==> src/rtl/ms_ctrl_pkg.sv <==
// Purpose : shared types and encodings for the shared-bus ALU sequencer and its ALU.
// Latency : n/a (types, constants and pure functions only).
// Backpressure: n/a.
//
// Contents:
//   state_t        sequencer states
//   opcode_t       instruction opcodes (IR[9:7])
//   opclass_t      how an opcode is sequenced (move / unary ALU / binary ALU)
//   ALU_*          ALUControl encodings, shared with the ALU itself
//   BUS_*_OFS      bus source codes above the register range (added to NREG)
//   op_to_aluctrl  opcode -> ALUControl
//   op_to_class    opcode -> opclass_t
package ms_ctrl_pkg;

  typedef enum logic [2:0] {
    S_IDLE = 3'd0,
    S_T1   = 3'd1,
    S_T2   = 3'd2,
    S_T3   = 3'd3,
    S_T4   = 3'd4,
    S_MV   = 3'd5
  } state_t;

  typedef enum logic [2:0] {
    OP_LOAD = 3'b000,
    OP_MOV  = 3'b001,
    OP_ADD  = 3'b010,
    OP_SUB  = 3'b011,
    OP_INV  = 3'b100,
    OP_AND  = 3'b101,
    OP_OR   = 3'b110,
    OP_XOR  = 3'b111
  } opcode_t;

  // MOVE: single write-back cycle; UNARY: skips the A load; BINARY: full T1..T4.
  typedef enum logic [1:0] {
    CLS_MOVE   = 2'd0,
    CLS_UNARY  = 2'd1,
    CLS_BINARY = 2'd2
  } opclass_t;

  localparam logic [2:0] ALU_ADD = 3'b000;
  localparam logic [2:0] ALU_SUB = 3'b001;
  localparam logic [2:0] ALU_INV = 3'b010;
  localparam logic [2:0] ALU_AND = 3'b011;
  localparam logic [2:0] ALU_OR  = 3'b100;
  localparam logic [2:0] ALU_XOR = 3'b101;

  // Bus source codes: 0..NREG-1 select a register; these offsets sit above that range.
  localparam int BUS_DIN_OFS  = 0;
  localparam int BUS_ALUQ_OFS = 1;

  function automatic logic [2:0] op_to_aluctrl(input opcode_t op);
    logic [2:0] c;
    c = ALU_ADD;
    case (op)
      OP_ADD:  c = ALU_ADD;
      OP_SUB:  c = ALU_SUB;
      OP_INV:  c = ALU_INV;
      OP_AND:  c = ALU_AND;
      OP_OR:   c = ALU_OR;
      OP_XOR:  c = ALU_XOR;
      default: c = ALU_ADD;  // LOAD/MOV never drive the ALU
    endcase
    return c;
  endfunction

  function automatic opclass_t op_to_class(input opcode_t op);
    opclass_t k;
    k = CLS_BINARY;
    case (op)
      OP_LOAD, OP_MOV: k = CLS_MOVE;
      OP_INV:          k = CLS_UNARY;
      default:         k = CLS_BINARY;
    endcase
    return k;
  endfunction

endpackage

==> src/rtl/ms_instr_decode.sv <==
// Purpose : combinational instruction decode: IR -> {opcode class, LOAD flag, Rx, Ry, ALUControl}.
// Latency : 0 cycles (pure combinational).
// Backpressure: none; output follows input.
//
// Ports:
//   ir       in   WIDTH       instruction word: [W-1:W-3] opcode, then Rx, then Ry, rest reserved
//   opclass  out  2           opclass_t encoding
//   is_load  out  1           opcode is LOAD (bus source is Din rather than Ry)
//   rx, ry   out  REGSEL_W    register fields
//   aluctrl  out  3           ALUControl for the opcode
module ms_instr_decode
  import ms_ctrl_pkg::*;
#(
  parameter int WIDTH    = 10,
  parameter int REGSEL_W = 2
) (
  input  logic [WIDTH-1:0]    ir,
  output logic [1:0]          opclass,
  output logic                is_load,
  output logic [REGSEL_W-1:0] rx,
  output logic [REGSEL_W-1:0] ry,
  output logic [2:0]          aluctrl
);

  localparam int OP_LSB = WIDTH - 3;
  localparam int RX_LSB = OP_LSB - REGSEL_W;
  localparam int RY_LSB = RX_LSB - REGSEL_W;

  opcode_t opcode;

  assign opcode  = opcode_t'(ir[WIDTH-1:OP_LSB]);
  assign rx      = ir[OP_LSB-1:RX_LSB];
  assign ry      = ir[RX_LSB-1:RY_LSB];
  assign opclass = op_to_class(opcode);
  assign is_load = (opcode == OP_LOAD);
  assign aluctrl = op_to_aluctrl(opcode);

  // Low reserved bits carry no meaning; folded here only so they are visibly consumed.
  logic unused_rsvd;
  assign unused_rsvd = ^ir[RY_LSB-1:0];

endmodule

==> src/rtl/ms_alu_sequencer.sv <==
// Purpose : decodes one instruction and sequences ALU strobes, bus select and register writes.
// Latency : busy for 4 cycles (binary ALU op), 3 (INV), 1 (LOAD/MOV); >=1 IDLE cycle between ops.
// Backpressure: Run is only sampled in IDLE; Run/Instr are ignored while Busy.
//
// Ports:
//   CLKb        in   1            clock, all state changes on the falling edge
//   Reset       in   1            asynchronous active-high reset
//   Run         in   1            start request, sampled in IDLE
//   Instr       in   WIDTH        instruction, captured into IR when Run is accepted
//   Busy        out  1            state != IDLE
//   Done        out  1            high in the write-back cycle
//   BusSel      out  REGSEL_W+1   0..NREG-1 register, NREG Din, NREG+1 ALU Q
//   Rin         out  NREG         one-hot register write enable
//   Ain/Gin/Gout out 1            ALU A load / G load / Q load
//   ALUControl  out  3            ALU operation
module ms_alu_sequencer
  import ms_ctrl_pkg::*;
#(
  parameter int WIDTH    = 10,
  parameter int REGSEL_W = 2
) (
  input  logic                   CLKb,
  input  logic                   Reset,
  input  logic                   Run,
  input  logic [WIDTH-1:0]       Instr,
  output logic                   Busy,
  output logic                   Done,
  output logic [REGSEL_W:0]      BusSel,
  output logic [2**REGSEL_W-1:0] Rin,
  output logic                   Ain,
  output logic                   Gin,
  output logic                   Gout,
  output logic [2:0]             ALUControl
);

  localparam int NREG = 2**REGSEL_W;
  localparam logic [REGSEL_W:0] BUS_DIN  = (REGSEL_W+1)'(NREG + BUS_DIN_OFS);
  localparam logic [REGSEL_W:0] BUS_ALUQ = (REGSEL_W+1)'(NREG + BUS_ALUQ_OFS);

  state_t           state_q, state_d;
  logic [WIDTH-1:0] ir_q;

  // A single decoder serves both uses: in IDLE it looks at the incoming Instr to pick the
  // first state (outputs are all forced to 0 there, so nothing else sees it); in every other
  // state it looks at the captured IR, which keeps the instruction stable for its duration.
  logic [WIDTH-1:0]    dec_in;
  logic [1:0]          dec_class;
  logic                dec_is_load;
  logic [REGSEL_W-1:0] dec_rx;
  logic [REGSEL_W-1:0] dec_ry;
  logic [2:0]          dec_aluctrl;

  assign dec_in = (state_q == S_IDLE) ? Instr : ir_q;

  ms_instr_decode #(
    .WIDTH    (WIDTH),
    .REGSEL_W (REGSEL_W)
  ) u_decode (
    .ir      (dec_in),
    .opclass (dec_class),
    .is_load (dec_is_load),
    .rx      (dec_rx),
    .ry      (dec_ry),
    .aluctrl (dec_aluctrl)
  );

  // State and IR registers. Reset aborts any instruction in flight; the ALU's own
  // partial state is not touched.
  always_ff @(negedge CLKb or posedge Reset) begin
    if (Reset) begin
      state_q <= S_IDLE;
      ir_q    <= '0;
    end else begin
      state_q <= state_d;
      if (state_q == S_IDLE && Run) begin
        ir_q <= Instr;
      end
    end
  end

  // Next state and Moore outputs.
  always_comb begin
    state_d    = state_q;
    Busy       = 1'b0;
    Done       = 1'b0;
    BusSel     = '0;
    Rin        = '0;
    Ain        = 1'b0;
    Gin        = 1'b0;
    Gout       = 1'b0;
    ALUControl = ALU_ADD;

    case (state_q)
      S_IDLE: begin
        if (Run) begin
          case (opclass_t'(dec_class))
            CLS_MOVE:  state_d = S_MV;
            CLS_UNARY: state_d = S_T2;  // INV has no A operand
            default:   state_d = S_T1;
          endcase
        end
      end

      S_T1: begin
        Busy    = 1'b1;
        BusSel  = {1'b0, dec_rx};
        Ain     = 1'b1;
        state_d = S_T2;
      end

      S_T2: begin
        Busy       = 1'b1;
        BusSel     = {1'b0, dec_ry};
        Gin        = 1'b1;
        ALUControl = dec_aluctrl;
        state_d    = S_T3;
      end

      S_T3: begin
        Busy       = 1'b1;
        Gout       = 1'b1;
        ALUControl = dec_aluctrl;  // held so the ALU sees a steady op while G moves to Q
        state_d    = S_T4;
      end

      S_T4: begin
        Busy        = 1'b1;
        BusSel      = BUS_ALUQ;
        Rin[dec_rx] = 1'b1;
        Done        = 1'b1;
        state_d     = S_IDLE;
      end

      S_MV: begin
        Busy        = 1'b1;
        BusSel      = dec_is_load ? BUS_DIN : {1'b0, dec_ry};
        Rin[dec_rx] = 1'b1;
        Done        = 1'b1;
        state_d     = S_IDLE;
      end

      default: begin
        state_d = S_IDLE;
      end
    endcase
  end

endmodule

==> config.mk <==
export PLATFORM = sky130hd
export DESIGN_NAME = ms_alu_sequencer
export DESIGN_NICKNAME = d
export VERILOG_FILES = /design/src/rtl/ms_ctrl_pkg.sv /design/src/rtl/ms_instr_decode.sv /design/src/rtl/ms_alu_sequencer.sv
export SDC_FILE = /design/constraint.sdc
export NUM_CORES = 1
export LEC_CHECK = 0
export BUFFER_PORTS_ARGS = -buffer_cell sky130_fd_sc_hd__buf_2
export CAP_MARGIN = 40
export CORE_UTILIZATION = 39
export CTS_CLUSTER_DIAMETER = 40
export DETAILED_ROUTE_END_ITERATION = 6
export PLACE_DENSITY = 0.82
export SYNTH_ARGS = -nofsm -noshare
export SYNTH_HDL_FRONTEND = slang
export SYNTH_SLANG_ARGS = --single-unit
==> constraint.sdc <==
create_clock -name CLKb -period 1.4 [get_ports CLKb]
set_clock_uncertainty 0.05 [all_clocks]
set_input_delay 0.07 -clock CLKb [delete_from_list [all_inputs] [get_ports CLKb]]
set_output_delay 0.07 -clock CLKb [all_outputs]
set_load 0.03 [all_outputs]
==> impl_table.tex, run 1 <==
\begin{tabular}{lr}
\hline
Metric & Value \\
\hline
\multicolumn{2}{l}{\textbf{Setup path}} \\
\quad Worst Path Required & 1.28 ns \\
\quad Critical path class & reg -> out \\
\quad Worst Setup Start Kind & register \\
\quad Sort of element at the end of the critical path & primary output \\
\quad CP max FO & 6 \\
\quad Worst endpoint data arrival time & 2.14 ns \\
\multicolumn{2}{l}{\textbf{Drt}} \\
\quad Initial DRT Pass Iterations & 4 \\
\quad Via-to-Cell Ratio & 5.48 \\
\quad Routed wire length & 2080 um \\
\quad Drt wl/cell & 16.4 um \\
\quad Vias & 696 \\
\quad Wire length on met1 & 793 um \\
\quad Total DRC errors in the routed layout & 0 \\
\quad Total length of routed met2 wires & 1130 um \\
\quad Highest routed metal layer & met4 \\
\quad Total length of routed met3 wires & 97 um \\
\quad Iter 0 DRT Violations & 4 \\
\quad Number of nets with antenna violations after routing & 0 \\
\multicolumn{2}{l}{\textbf{Synth}} \\
\quad Post-synthesis area per instance & 9.66 um\^{}2 \\
\quad Cell taking the most area after synthesis & sky130\_fd\_sc\_hd\_\_dfrtn\_1 \\
\quad Top cell type's share of synthesized area & 42.5\% \\
\quad Share of flip-flops with an asynchronous set or reset after synthesis & 100\% \\
\quad Flip-flop and latch count after synthesis & 10 \\
\quad Cell variety after synth & 27 \\
\quad Commonest register cell after synthesis & sky130\_fd\_sc\_hd\_\_dfrtn\_1 \\
\quad Mapped Area & 589 um\^{}2 \\
\quad Portion of the post-synthesis area used by sequential elements & 42.5\% \\
\quad Main area contributors after synthesis & sky130\_fd\_sc\_hd\_\_dfrtn\_1 (42\%), sky130\_fd\_sc\_hd\_\_mux2\_2 (13\%), sky130\_fd\_sc\_hd\_\_nor4\_4 (3.6\%) \\
\quad Most numerous cell types in the synthesized netlist & sky130\_fd\_sc\_hd\_\_dfrtn\_1 (10), sky130\_fd\_sc\_hd\_\_mux2\_2 (7), sky130\_fd\_sc\_hd\_\_nor2\_1 (5) \\
\quad Synth Instances & 61 \\
\quad Count of flip-flops with a built-in enable after synthesis & 0 \\
\quad Warning count from the yosys run & 0 \\
\quad Synth Net Count & 74 \\
\quad Most frequently used cell type in the post-synthesis netlist & sky130\_fd\_sc\_hd\_\_dfrtn\_1 \\
\multicolumn{2}{l}{\textbf{Clock tree}} \\
\quad Clock tree from TritonCTS & yes \\
\quad Cts bufs inserted & 3 \\
\quad Reg clk slew, reported paths & 0.05 ns \\
\quad Max Root-Sink Buffers & 2 \\
\quad Sinks on the clock net & 10 \\
\quad Number of levels in the clock H-tree & 1 \\
\quad Clk root buf & sky130\_fd\_sc\_hd\_\_clkbuf\_4 \\
\quad Latest clock arrival within the worst-skew pair & 0.28 ns \\
\multicolumn{2}{l}{\textbf{STA}} \\
\quad Rel. slew slack & 73.9\% \\
\quad Smallest setup slack after layout & -0.864 ns \\
\quad Number of slew-limit violations in the final report & 0 \\
\quad Unrepaired setup endpoints after global routing & true \\
\quad Fin. Hold Viols & 0 \\
\quad Accumulated negative setup slack & -13.65 ns \\
\quad Worst Tran Pin Value & 0.391 ns \\
\quad Setup Viol. Count Final & 22 \\
\multicolumn{2}{l}{\textbf{Floorplan}} \\
\quad Top-level port count & 28 \\
\quad Standard-cell rows & 13 \\
\quad Area inside the core boundary & 1350 um\^{}2 \\
\quad DIE AREA & 1670 um\^{}2 \\
\quad Width of the die & 40.9 um \\
\quad Die Y & 40.9 um \\
\quad Initial cell density of the core & 43.7\% \\
\multicolumn{2}{l}{\textbf{Placed design}} \\
\quad Total placed cells including tap cells & 119 \\
\quad Number of port buffers & 24 \\
\quad Routability Congestion & 0.820 \\
\quad Sum of net half-perimeters after detailed placement & 1430 um \\
\multicolumn{2}{l}{\textbf{Layout}} \\
\quad Final cell count without fillers & 127 \\
\quad Number of nets in the finished design & 126 \\
\quad Fill cell instance count of the final layout & 61 \\
\quad Post-synthesis to final-layout area growth & 107\% \\
\quad Number of antenna repair diodes & 0 \\
\quad Layout cells sized above 1 & 80.4\% \\
\multicolumn{2}{l}{\textbf{Global route}} \\
\quad Tot GR Track Use & 28.9\% \\
\quad Pin count of the biggest net entering global routing & 11 \\
\quad First-pass GRT wire length & 3040 um \\
\quad Leftover overflow at the end of global routing & 0 \\
\quad Number of global-route vias before repair & 676 \\
\quad Initial antenna violation count & 0 \\
\multicolumn{2}{l}{\textbf{Worst hold path}} \\
\quad Min-Delay Path Class & in -> async \\
\multicolumn{2}{l}{\textbf{Power}} \\
\quad Worst supply voltage drop on vdd & 1.67 mV \\
\quad P per Cell Area & 2750 nW/um\^{}2 \\
\quad Static leakage & 0.584 nW \\
\multicolumn{2}{l}{\textbf{Outcome}} \\
\quad Failing checks & setup timing \\
\quad Run status & finished, violations left \\
\multicolumn{2}{l}{\textbf{Job}} \\
\quad Number of violations of the max-capacitance limit & 0 \\
\hline
\end{tabular}
placed cells by master (no fill, tap or decap), drive strengths merged:
cell / synthesis / final
a211oi: 1 / 1
nand3: 2 / 2
buf: 1 / 50
and3: 2 / 2
nand2b: 1 / 1
inv: 3 / 3
nor2: 5 / 5
nor3: 3 / 3
a32oi: 1 / 1
o21a: 2 / 2
nand4: 1 / 1
nand2: 4 / 4
a21oi: 3 / 3
a22oi: 1 / 1
mux2: 7 / 7
o21ai: 1 / 1
nand3b: 1 / 1
or3b: 1 / 1
and2: 2 / 2
nor3b: 2 / 2
nor4: 2 / 2
dfrtn: 10 / 10
nor2b: 1 / 1
or3: 1 / 1
clkbuf: 2 / 4
o211a: 1 / 1
registers in the layout, summed over array words and instances, names as in the netlist:
name / count
state_q: 3
ir_q: 7
area by class of cell:
class	count	area, um^2	area share (%)
clock buffer	4	36.3	2.97
sequential	10	250	20.5
timing repair buffer	50	408	33.4
multi-input combinational	45	483	39.6
inverter	3	23.8	1.95
tap	15	18.8	1.54
final timing paths:
path                       startpoint    endpoint  slack (ns)  cells after the start
min in group CLKb             ir_q[3]     ir_q[3]        0.48                      1
max in group asynchronous       Reset     ir_q[3]        0.69                      2
hold / removal                  Reset  state_q[0]        0.31                      2
setup / recovery           state_q[0]   BusSel[1]       -0.86                      5
setup reg to reg           state_q[1]     ir_q[3]       -0.32                      5
hold reg to reg               ir_q[3]     ir_q[3]        0.48                      1
power breakdown:
group / leakage (nW) / internal (mW) / switching, mW / total [mW]
combinational: 0.443 / 1.25 / 1.22 / 2.47
sequential: 0.120 / 0.451 / 0.171 / 0.623
clock: 0.0210 / 0.158 / 0.109 / 0.268
total: 0.584 / 1.86 / 1.50 / 3.36
worst max-delay path, cell delays in order, from the launching register on:
cell and delay [ns]:
sky130_fd_sc_hd__dfrtn_1 0.42, sky130_fd_sc_hd__buf_4 0.17, sky130_fd_sc_hd__nand3b_1 0.15, sky130_fd_sc_hd__o21a_1 0.14
sky130_fd_sc_hd__o21ai_2 0.13, sky130_fd_sc_hd__buf_6 0.14
per-stage QoR:
stage / utilization (%) / area (um^2) / setup slack [ns] / power, mW / hold WS, ns
after global placement: 74.4 / 1000 / -0.554 / 2.49 / 0.443
final: 90.4 / 1220 / -0.864 / 3.36 / 0.305
after floorplan: - / 729 / -0.654 / 1.91 / 0.413
after global routing: 90.4 / 1220 / -0.919 / 3.51 / 0.336
after detailed placement: 74.4 / 1000 / -0.615 / 2.56 / 0.443
after CTS: 88.6 / 1200 / -0.831 / 3.24 / 0.311
repair_timing:
item,4_1_cts,5_1_grt
hold endpoints to repair,0,0
setup endpoints to repair,24,25
cloned,0,0
pin swaps,8,6
buffers inserted,4,0
resized for setup,37,6
hold buffers,0,0
cells by family after synthesis:
family,synth area share [%]
AOI/OAI and AO/OA,11.7
buffers and inverters,4.03
DFF,42.5
muxes,13.4
and+or+nand+nor,28.5
per-layer routing:
| metal | vias to the layer above | GRT usage, % |
|---|---|---|
| li1 | 325 | - |
| met1 | 334 | 31.6 |
| met2 | 31 | 53.1 |
| met3 | 6 | 4.89 |
| met4 | 0 | 13.3 |
| met5 | - | 0 |
No activity file was read; power rests on OpenSTA's default activity.
==> run 2, diff against run 1 <==
--- a/config.mk
+++ b/config.mk
@@ -5,12 +5,13 @@
 export SDC_FILE = /design/constraint.sdc
 export NUM_CORES = 1
 export LEC_CHECK = 0
+export ABC_AREA = 1
 export BUFFER_PORTS_ARGS = -buffer_cell sky130_fd_sc_hd__buf_2
 export CAP_MARGIN = 40
-export CORE_UTILIZATION = 39
+export CORE_UTILIZATION = 43
 export CTS_CLUSTER_DIAMETER = 40
 export DETAILED_ROUTE_END_ITERATION = 6
-export PLACE_DENSITY = 0.82
+export PLACE_DENSITY = 0.84
 export SYNTH_ARGS = -nofsm -noshare
 export SYNTH_HDL_FRONTEND = slang
 export SYNTH_SLANG_ARGS = --single-unit
==> run 2 against run 1 <==
The flow now stops in global routing. Synthesized area rose by 27%. Synthesized cell count is 82% higher.
==> impl_table.tex, run 2 <==
\begin{tabular}{lr}
\hline
Metric & Value \\
\hline
\multicolumn{2}{l}{\textbf{Synth}} \\
\quad Flip-flop and latch count after synthesis & 10 \\
\quad Most frequently used cell type in the post-synthesis netlist & sky130\_fd\_sc\_hd\_\_nand2\_1 \\
\quad Post-synthesis area per instance & 6.74 um\^{}2 \\
\quad Count of flip-flops with a built-in enable after synthesis & 0 \\
\quad Cell taking the most area after synthesis & sky130\_fd\_sc\_hd\_\_dfrtn\_1 \\
\quad Top cell type's share of synthesized area & 33.4\% \\
\quad Share of flip-flops with an asynchronous set or reset after synthesis & 100\% \\
\quad Warning count from the yosys run & 0 \\
\quad Portion of the post-synthesis area used by sequential elements & 33.4\% \\
\quad Cell variety after synth & 24 \\
\quad Synth Instances & 111 \\
\quad Commonest register cell after synthesis & sky130\_fd\_sc\_hd\_\_dfrtn\_1 \\
\quad Mapped Area & 748 um\^{}2 \\
\quad Main area contributors after synthesis & sky130\_fd\_sc\_hd\_\_dfrtn\_1 (33\%), sky130\_fd\_sc\_hd\_\_nand2\_1 (13\%), sky130\_fd\_sc\_hd\_\_inv\_1 (9.5\%) \\
\quad Most numerous cell types in the synthesized netlist & sky130\_fd\_sc\_hd\_\_nand2\_1 (26), sky130\_fd\_sc\_hd\_\_inv\_1 (19), sky130\_fd\_sc\_hd\_\_nor2\_1 (11) \\
\quad Synth Net Count & 124 \\
\multicolumn{2}{l}{\textbf{Clock tree}} \\
\quad Cts bufs inserted & 3 \\
\quad Clk root buf & sky130\_fd\_sc\_hd\_\_clkbuf\_4 \\
\quad Number of levels in the clock H-tree & 1 \\
\quad Max Root-Sink Buffers & 2 \\
\quad Sinks on the clock net & 10 \\
\quad Hold\_buf cts & 0 \\
\multicolumn{2}{l}{\textbf{Floorplan}} \\
\quad Standard-cell rows & 14 \\
\quad Top-level port count & 28 \\
\quad Initial cell density of the core & 48.0\% \\
\quad Width of the die & 43.7 um \\
\quad Die Y & 43.7 um \\
\multicolumn{2}{l}{\textbf{Outcome}} \\
\quad Stop stage & global routing \\
\quad First Error & [ERROR GRT-0232] Routing congestion too high. Check the congestion heatmap in the GUI. \\
\quad Run status & did not finish \\
\multicolumn{2}{l}{\textbf{Placed design}} \\
\quad Sum of net half-perimeters after detailed placement & 1670 um \\
\quad Routability Congestion & 0.872 \\
\quad Number of port buffers & 24 \\
\multicolumn{2}{l}{\textbf{Global route}} \\
\quad Tot GR Track Use & 59.7\% \\
\quad Leftover overflow at the end of global routing & 5 \\
\quad Pin count of the biggest net entering global routing & 11 \\
\multicolumn{2}{l}{\textbf{STA}} \\
\quad Worst endpoint after global-route timing repair & BusSel[1] \\
\quad Worst endpoint type & output port \\
\hline
\end{tabular}
-- run 2: cell types whose count changed after synthesis, sizes merged, moves of 7 or more --
cell   change
nand2     +26
mux2       -7
nand3      +8
inv       +19
o21ai     +10
nor2       +9
-- run 2: kinds of logic after synthesis --
kind of cell           after synthesis  share of synthesized area [%]
buffers and inverters               25                           14.2
AO/OA/AOI/OAI                       19                           15.2
flip-flops                          10                           33.4
AND/OR/NAND/NOR                     57                           37.1
-- run 2: repair_timing --
action	4_1_cts
pin swaps	10
gates cloned	2
gates resized for setup	50
setup endpoints to repair	20
setup buffers	7
-- run 2: per-layer routing --
metal / GRT usage (%) / overflow
met5: 0 / 0
met2: 80.3 / 3
met3: 32.5 / 0
met1: 66.0 / 0
met4: 55.6 / 2
-- run 2: metrics by stage --
step,instances,hold WS [ns],setup TNS [ns],cell area (um^2),setup WS (ns)
2_1_floorplan,111,0.375,-9.57,892,-0.821
3_3_place_gp,171,0.401,-10.72,1180,-0.830
3_5_place_dp,171,0.411,-11.56,1180,-0.858
4_1_cts,182,0.316,-14.35,1440,-1.03
==> run 3, diff against run 2 <==
--- a/config.mk
+++ b/config.mk
@@ -8,10 +8,10 @@
 export ABC_AREA = 1
 export BUFFER_PORTS_ARGS = -buffer_cell sky130_fd_sc_hd__buf_2
 export CAP_MARGIN = 40
-export CORE_UTILIZATION = 43
-export CTS_CLUSTER_DIAMETER = 40
+export CORE_AREA = 2 2 63 65
 export DETAILED_ROUTE_END_ITERATION = 6
-export PLACE_DENSITY = 0.84
+export DIE_AREA = 0 0 65 67
+export PLACE_DENSITY_LB_ADDON = 0.15
 export SYNTH_ARGS = -nofsm -noshare
 export SYNTH_HDL_FRONTEND = slang
 export SYNTH_SLANG_ARGS = --single-unit
==> constraint.sdc (replaced) <==
create_clock -name CLKb -period 1.8 [get_ports CLKb]
set_clock_uncertainty 0.05 [all_clocks]
set_input_delay 0.09 -clock CLKb [delete_from_list [all_inputs] [get_ports CLKb]]
set_output_delay 0.09 -clock CLKb [all_outputs]
set_load 0.03 [all_outputs]
==> run 3 against run 2 <==
The flow now finishes, with violations (setup timing). Synthesized cell count is the same. Synthesized area is the same.
==> impl_table.tex, run 3 <==
\begin{tabular}{lr}
\hline
Metric & Value \\
\hline
\multicolumn{2}{l}{\textbf{Power}} \\
\quad P per Cell Area & 2250 nW/um\^{}2 \\
\quad Static leakage & 0.743 nW \\
\quad Worst supply voltage drop on vdd & 0.788 mV \\
\multicolumn{2}{l}{\textbf{Synth}} \\
\quad Warning count from the yosys run & 0 \\
\quad Cell taking the most area after synthesis & sky130\_fd\_sc\_hd\_\_dfrtn\_1 \\
\quad Count of flip-flops with a built-in enable after synthesis & 0 \\
\quad Most frequently used cell type in the post-synthesis netlist & sky130\_fd\_sc\_hd\_\_nand2\_1 \\
\quad Post-synthesis area per instance & 6.74 um\^{}2 \\
\quad Commonest register cell after synthesis & sky130\_fd\_sc\_hd\_\_dfrtn\_1 \\
\quad Main area contributors after synthesis & sky130\_fd\_sc\_hd\_\_dfrtn\_1 (33\%), sky130\_fd\_sc\_hd\_\_nand2\_1 (13\%), sky130\_fd\_sc\_hd\_\_inv\_1 (9.5\%) \\
\quad Top cell type's share of synthesized area & 33.4\% \\
\quad Cell variety after synth & 24 \\
\quad Mapped Area & 748 um\^{}2 \\
\quad Flip-flop and latch count after synthesis & 10 \\
\quad Synth Instances & 111 \\
\quad Portion of the post-synthesis area used by sequential elements & 33.4\% \\
\quad Share of flip-flops with an asynchronous set or reset after synthesis & 100\% \\
\quad Most numerous cell types in the synthesized netlist & sky130\_fd\_sc\_hd\_\_nand2\_1 (26), sky130\_fd\_sc\_hd\_\_inv\_1 (19), sky130\_fd\_sc\_hd\_\_nor2\_1 (11) \\
\quad Synth Net Count & 124 \\
\multicolumn{2}{l}{\textbf{Clock tree}} \\
\quad Cts bufs inserted & 3 \\
\quad Latest clock arrival within the worst-skew pair & 0.25 ns \\
\quad Clk root buf & sky130\_fd\_sc\_hd\_\_clkbuf\_8 \\
\quad Clock tree from TritonCTS & yes \\
\quad Reg clk slew, reported paths & 0.04 ns \\
\quad Max Root-Sink Buffers & 2 \\
\quad Sinks on the clock net & 10 \\
\quad Number of levels in the clock H-tree & 1 \\
\multicolumn{2}{l}{\textbf{STA}} \\
\quad Accumulated negative setup slack & -10.54 ns \\
\quad Smallest setup slack after layout & -0.847 ns \\
\quad Unrepaired setup endpoints after global routing & true \\
\quad Rel. slew slack & 70.6\% \\
\quad Setup Viol. Count Final & 15 \\
\quad Number of slew-limit violations in the final report & 0 \\
\quad Worst Tran Pin Value & 0.440 ns \\
\quad Final Hold Slack & 0.414 ns \\
\quad Fin. Hold Viols & 0 \\
\multicolumn{2}{l}{\textbf{Layout}} \\
\quad Fill cell instance count of the final layout & 370 \\
\quad Max FFs per register & 7 \\
\quad Largest register by flop count & ir\_q \\
\quad Number of antenna repair diodes & 0 \\
\quad Registers with the most flip-flops & ir\_q: 7 flops, state\_q: 3 flops \\
\quad Register Area & 250 um\^{}2 \\
\quad Most common library cell in the layout ignoring fill and taps & sky130\_fd\_sc\_hd\_\_buf\_4 \\
\quad Final cell area excluding filler cells & 1540 um\^{}2 \\
\quad Combined area of the multi-input logic cells & 599 um\^{}2 \\
\quad Most frequent cells in the layout & sky130\_fd\_sc\_hd\_\_buf\_4 (29), sky130\_fd\_sc\_hd\_\_buf\_6 (19), sky130\_fd\_sc\_hd\_\_nand2\_1 (18) \\
\quad Number of nets in the finished design & 185 \\
\quad Post-synthesis to final-layout area growth & 106\% \\
\quad Layout cells sized above 1 & 60.2\% \\
\multicolumn{2}{l}{\textbf{Setup path}} \\
\quad Worst endpoint data arrival time & 2.51 ns \\
\quad Worst Path Required & 1.66 ns \\
\quad CP max FO & 5 \\
\quad Critical path class & reg -> out \\
\quad Worst Setup Start Kind & register \\
\quad Sort of element at the end of the critical path & primary output \\
\multicolumn{2}{l}{\textbf{Global route}} \\
\quad Leftover overflow at the end of global routing & 0 \\
\quad Tot GR Track Use & 12.1\% \\
\quad First-pass GRT wire length & 4020 um \\
\quad Initial antenna violation count & 0 \\
\quad Pin count of the biggest net entering global routing & 11 \\
\quad Number of global-route vias before repair & 924 \\
\multicolumn{2}{l}{\textbf{Placed design}} \\
\quad Post-placement setup slack & -0.712 ns \\
\quad Sum of net half-perimeters after detailed placement & 1920 um \\
\quad Number of port buffers & 24 \\
\quad Total placed instance area & 1240 um\^{}2 \\
\quad Routability Congestion & 0.775 \\
\multicolumn{2}{l}{\textbf{Outcome}} \\
\quad Run status & finished, violations left \\
\quad Failing checks & setup timing \\
\multicolumn{2}{l}{\textbf{Job}} \\
\quad Number of violations of the max-capacitance limit & 0 \\
\multicolumn{2}{l}{\textbf{Floorplan}} \\
\quad DIE AREA & 4360 um\^{}2 \\
\quad Area inside the core boundary & 3610 um\^{}2 \\
\quad Width of the die & 65 um \\
\quad Top-level port count & 28 \\
\quad Standard-cell rows & 22 \\
\quad Die Y & 67 um \\
\quad Initial cell density of the core & 20.7\% \\
\multicolumn{2}{l}{\textbf{Worst hold path}} \\
\quad Min-Delay Path Class & reg -> reg \\
\multicolumn{2}{l}{\textbf{Drt}} \\
\quad Iter 0 DRT Violations & 18 \\
\quad Vias & 914 \\
\quad Total DRC errors in the routed layout & 0 \\
\quad Initial DRT Pass Iterations & 4 \\
\quad Routed wire length & 2460 um \\
\quad Drt wl/cell & 11.2 um \\
\quad Via-to-Cell Ratio & 4.17 \\
\quad Number of nets with antenna violations after routing & 0 \\
\hline
\end{tabular}
## run 3: cell counts after synthesis
Identical to the previous run, type by type.
## run 3: through the flow
stage                     std cells  power [mW]  utilization (%)
final                           219        3.46             42.7
after global routing            219        3.70             42.7
after CTS                       217        3.32             40.6
after detailed placement        207        2.60             34.5
after global placement          207        2.58             34.5
after floorplan                 111        1.87                -
## run 3: path summary, 6_finish.rpt
path | startpoint | endpoint | slack, ns | depth (start not counted)
min in group asynchronous | Reset | ir_q[7] | 0.57 | 2
worst max register to register | state_q[1] | ir_q[8] | 0.22 | 8
worst max-delay path | state_q[1] | BusSel[1] | -0.85 | 8
worst min-delay path | ir_q[5] | ir_q[5] | 0.41 | 2
max in group asynchronous | Reset | ir_q[5] | 0.80 | 2
worst min register to register | ir_q[5] | ir_q[5] | 0.41 | 2
## run 3: metal layers
layer	global-route usage [%]	part of all wire [%]
met5	0	0
met4	5.05	2.1
met3	1.35	3.0
met2	21.9	52
met1	14.3	43
## run 3: power by group
group	total, mW	leakage [nW]	internal [mW]	switching (mW)
Clock	0.284	0.0288	0.193	0.0910
Sequential	0.418	0.123	0.344	0.0740
Combinational	2.76	0.591	1.23	1.53
## run 3: kinds of logic (layout without fill, tap and decap cells)
logic type / Yosys count / in the layout / synth area share [%]
AO/OA/AOI/OAI: 19 / 19 / 15.2
buffers and inverters: 25 / 84 / 14.2
flip-flops: 10 / 10 / 33.4
AND/OR/NAND/NOR: 57 / 58 / 37.1
## run 3: area by class of cell
class,count,share of cell area (%)
inverters,22,6.02
well taps,48,3.90
flip-flops and latches,10,16.3
repair buffers,58,31.3
multi-input cells,77,38.9
clock buffers,4,3.58
## run 3: what timing repair did
item                       in CTS  in global routing
setup endpoints to repair      15                 15
gates cloned                    1                  0
hold buffers                    0                  0
resized for setup              40                 17
pin swaps                       6                  9
buffers inserted                5                  2
## run 3: worst max-delay path, cell delays in order (launching register included)
cell and delay (ns):
sky130_fd_sc_hd__dfrtn_1 0.36, sky130_fd_sc_hd__nor2_4 0.20, sky130_fd_sc_hd__buf_6 0.13, sky130_fd_sc_hd__nand3_1 0.10, sky130_fd_sc_hd__nand2_2 0.13, sky130_fd_sc_hd__nand3_4 0.12
sky130_fd_sc_hd__nand3b_1 0.12, sky130_fd_sc_hd__nand2_2 0.06, sky130_fd_sc_hd__buf_6 0.13
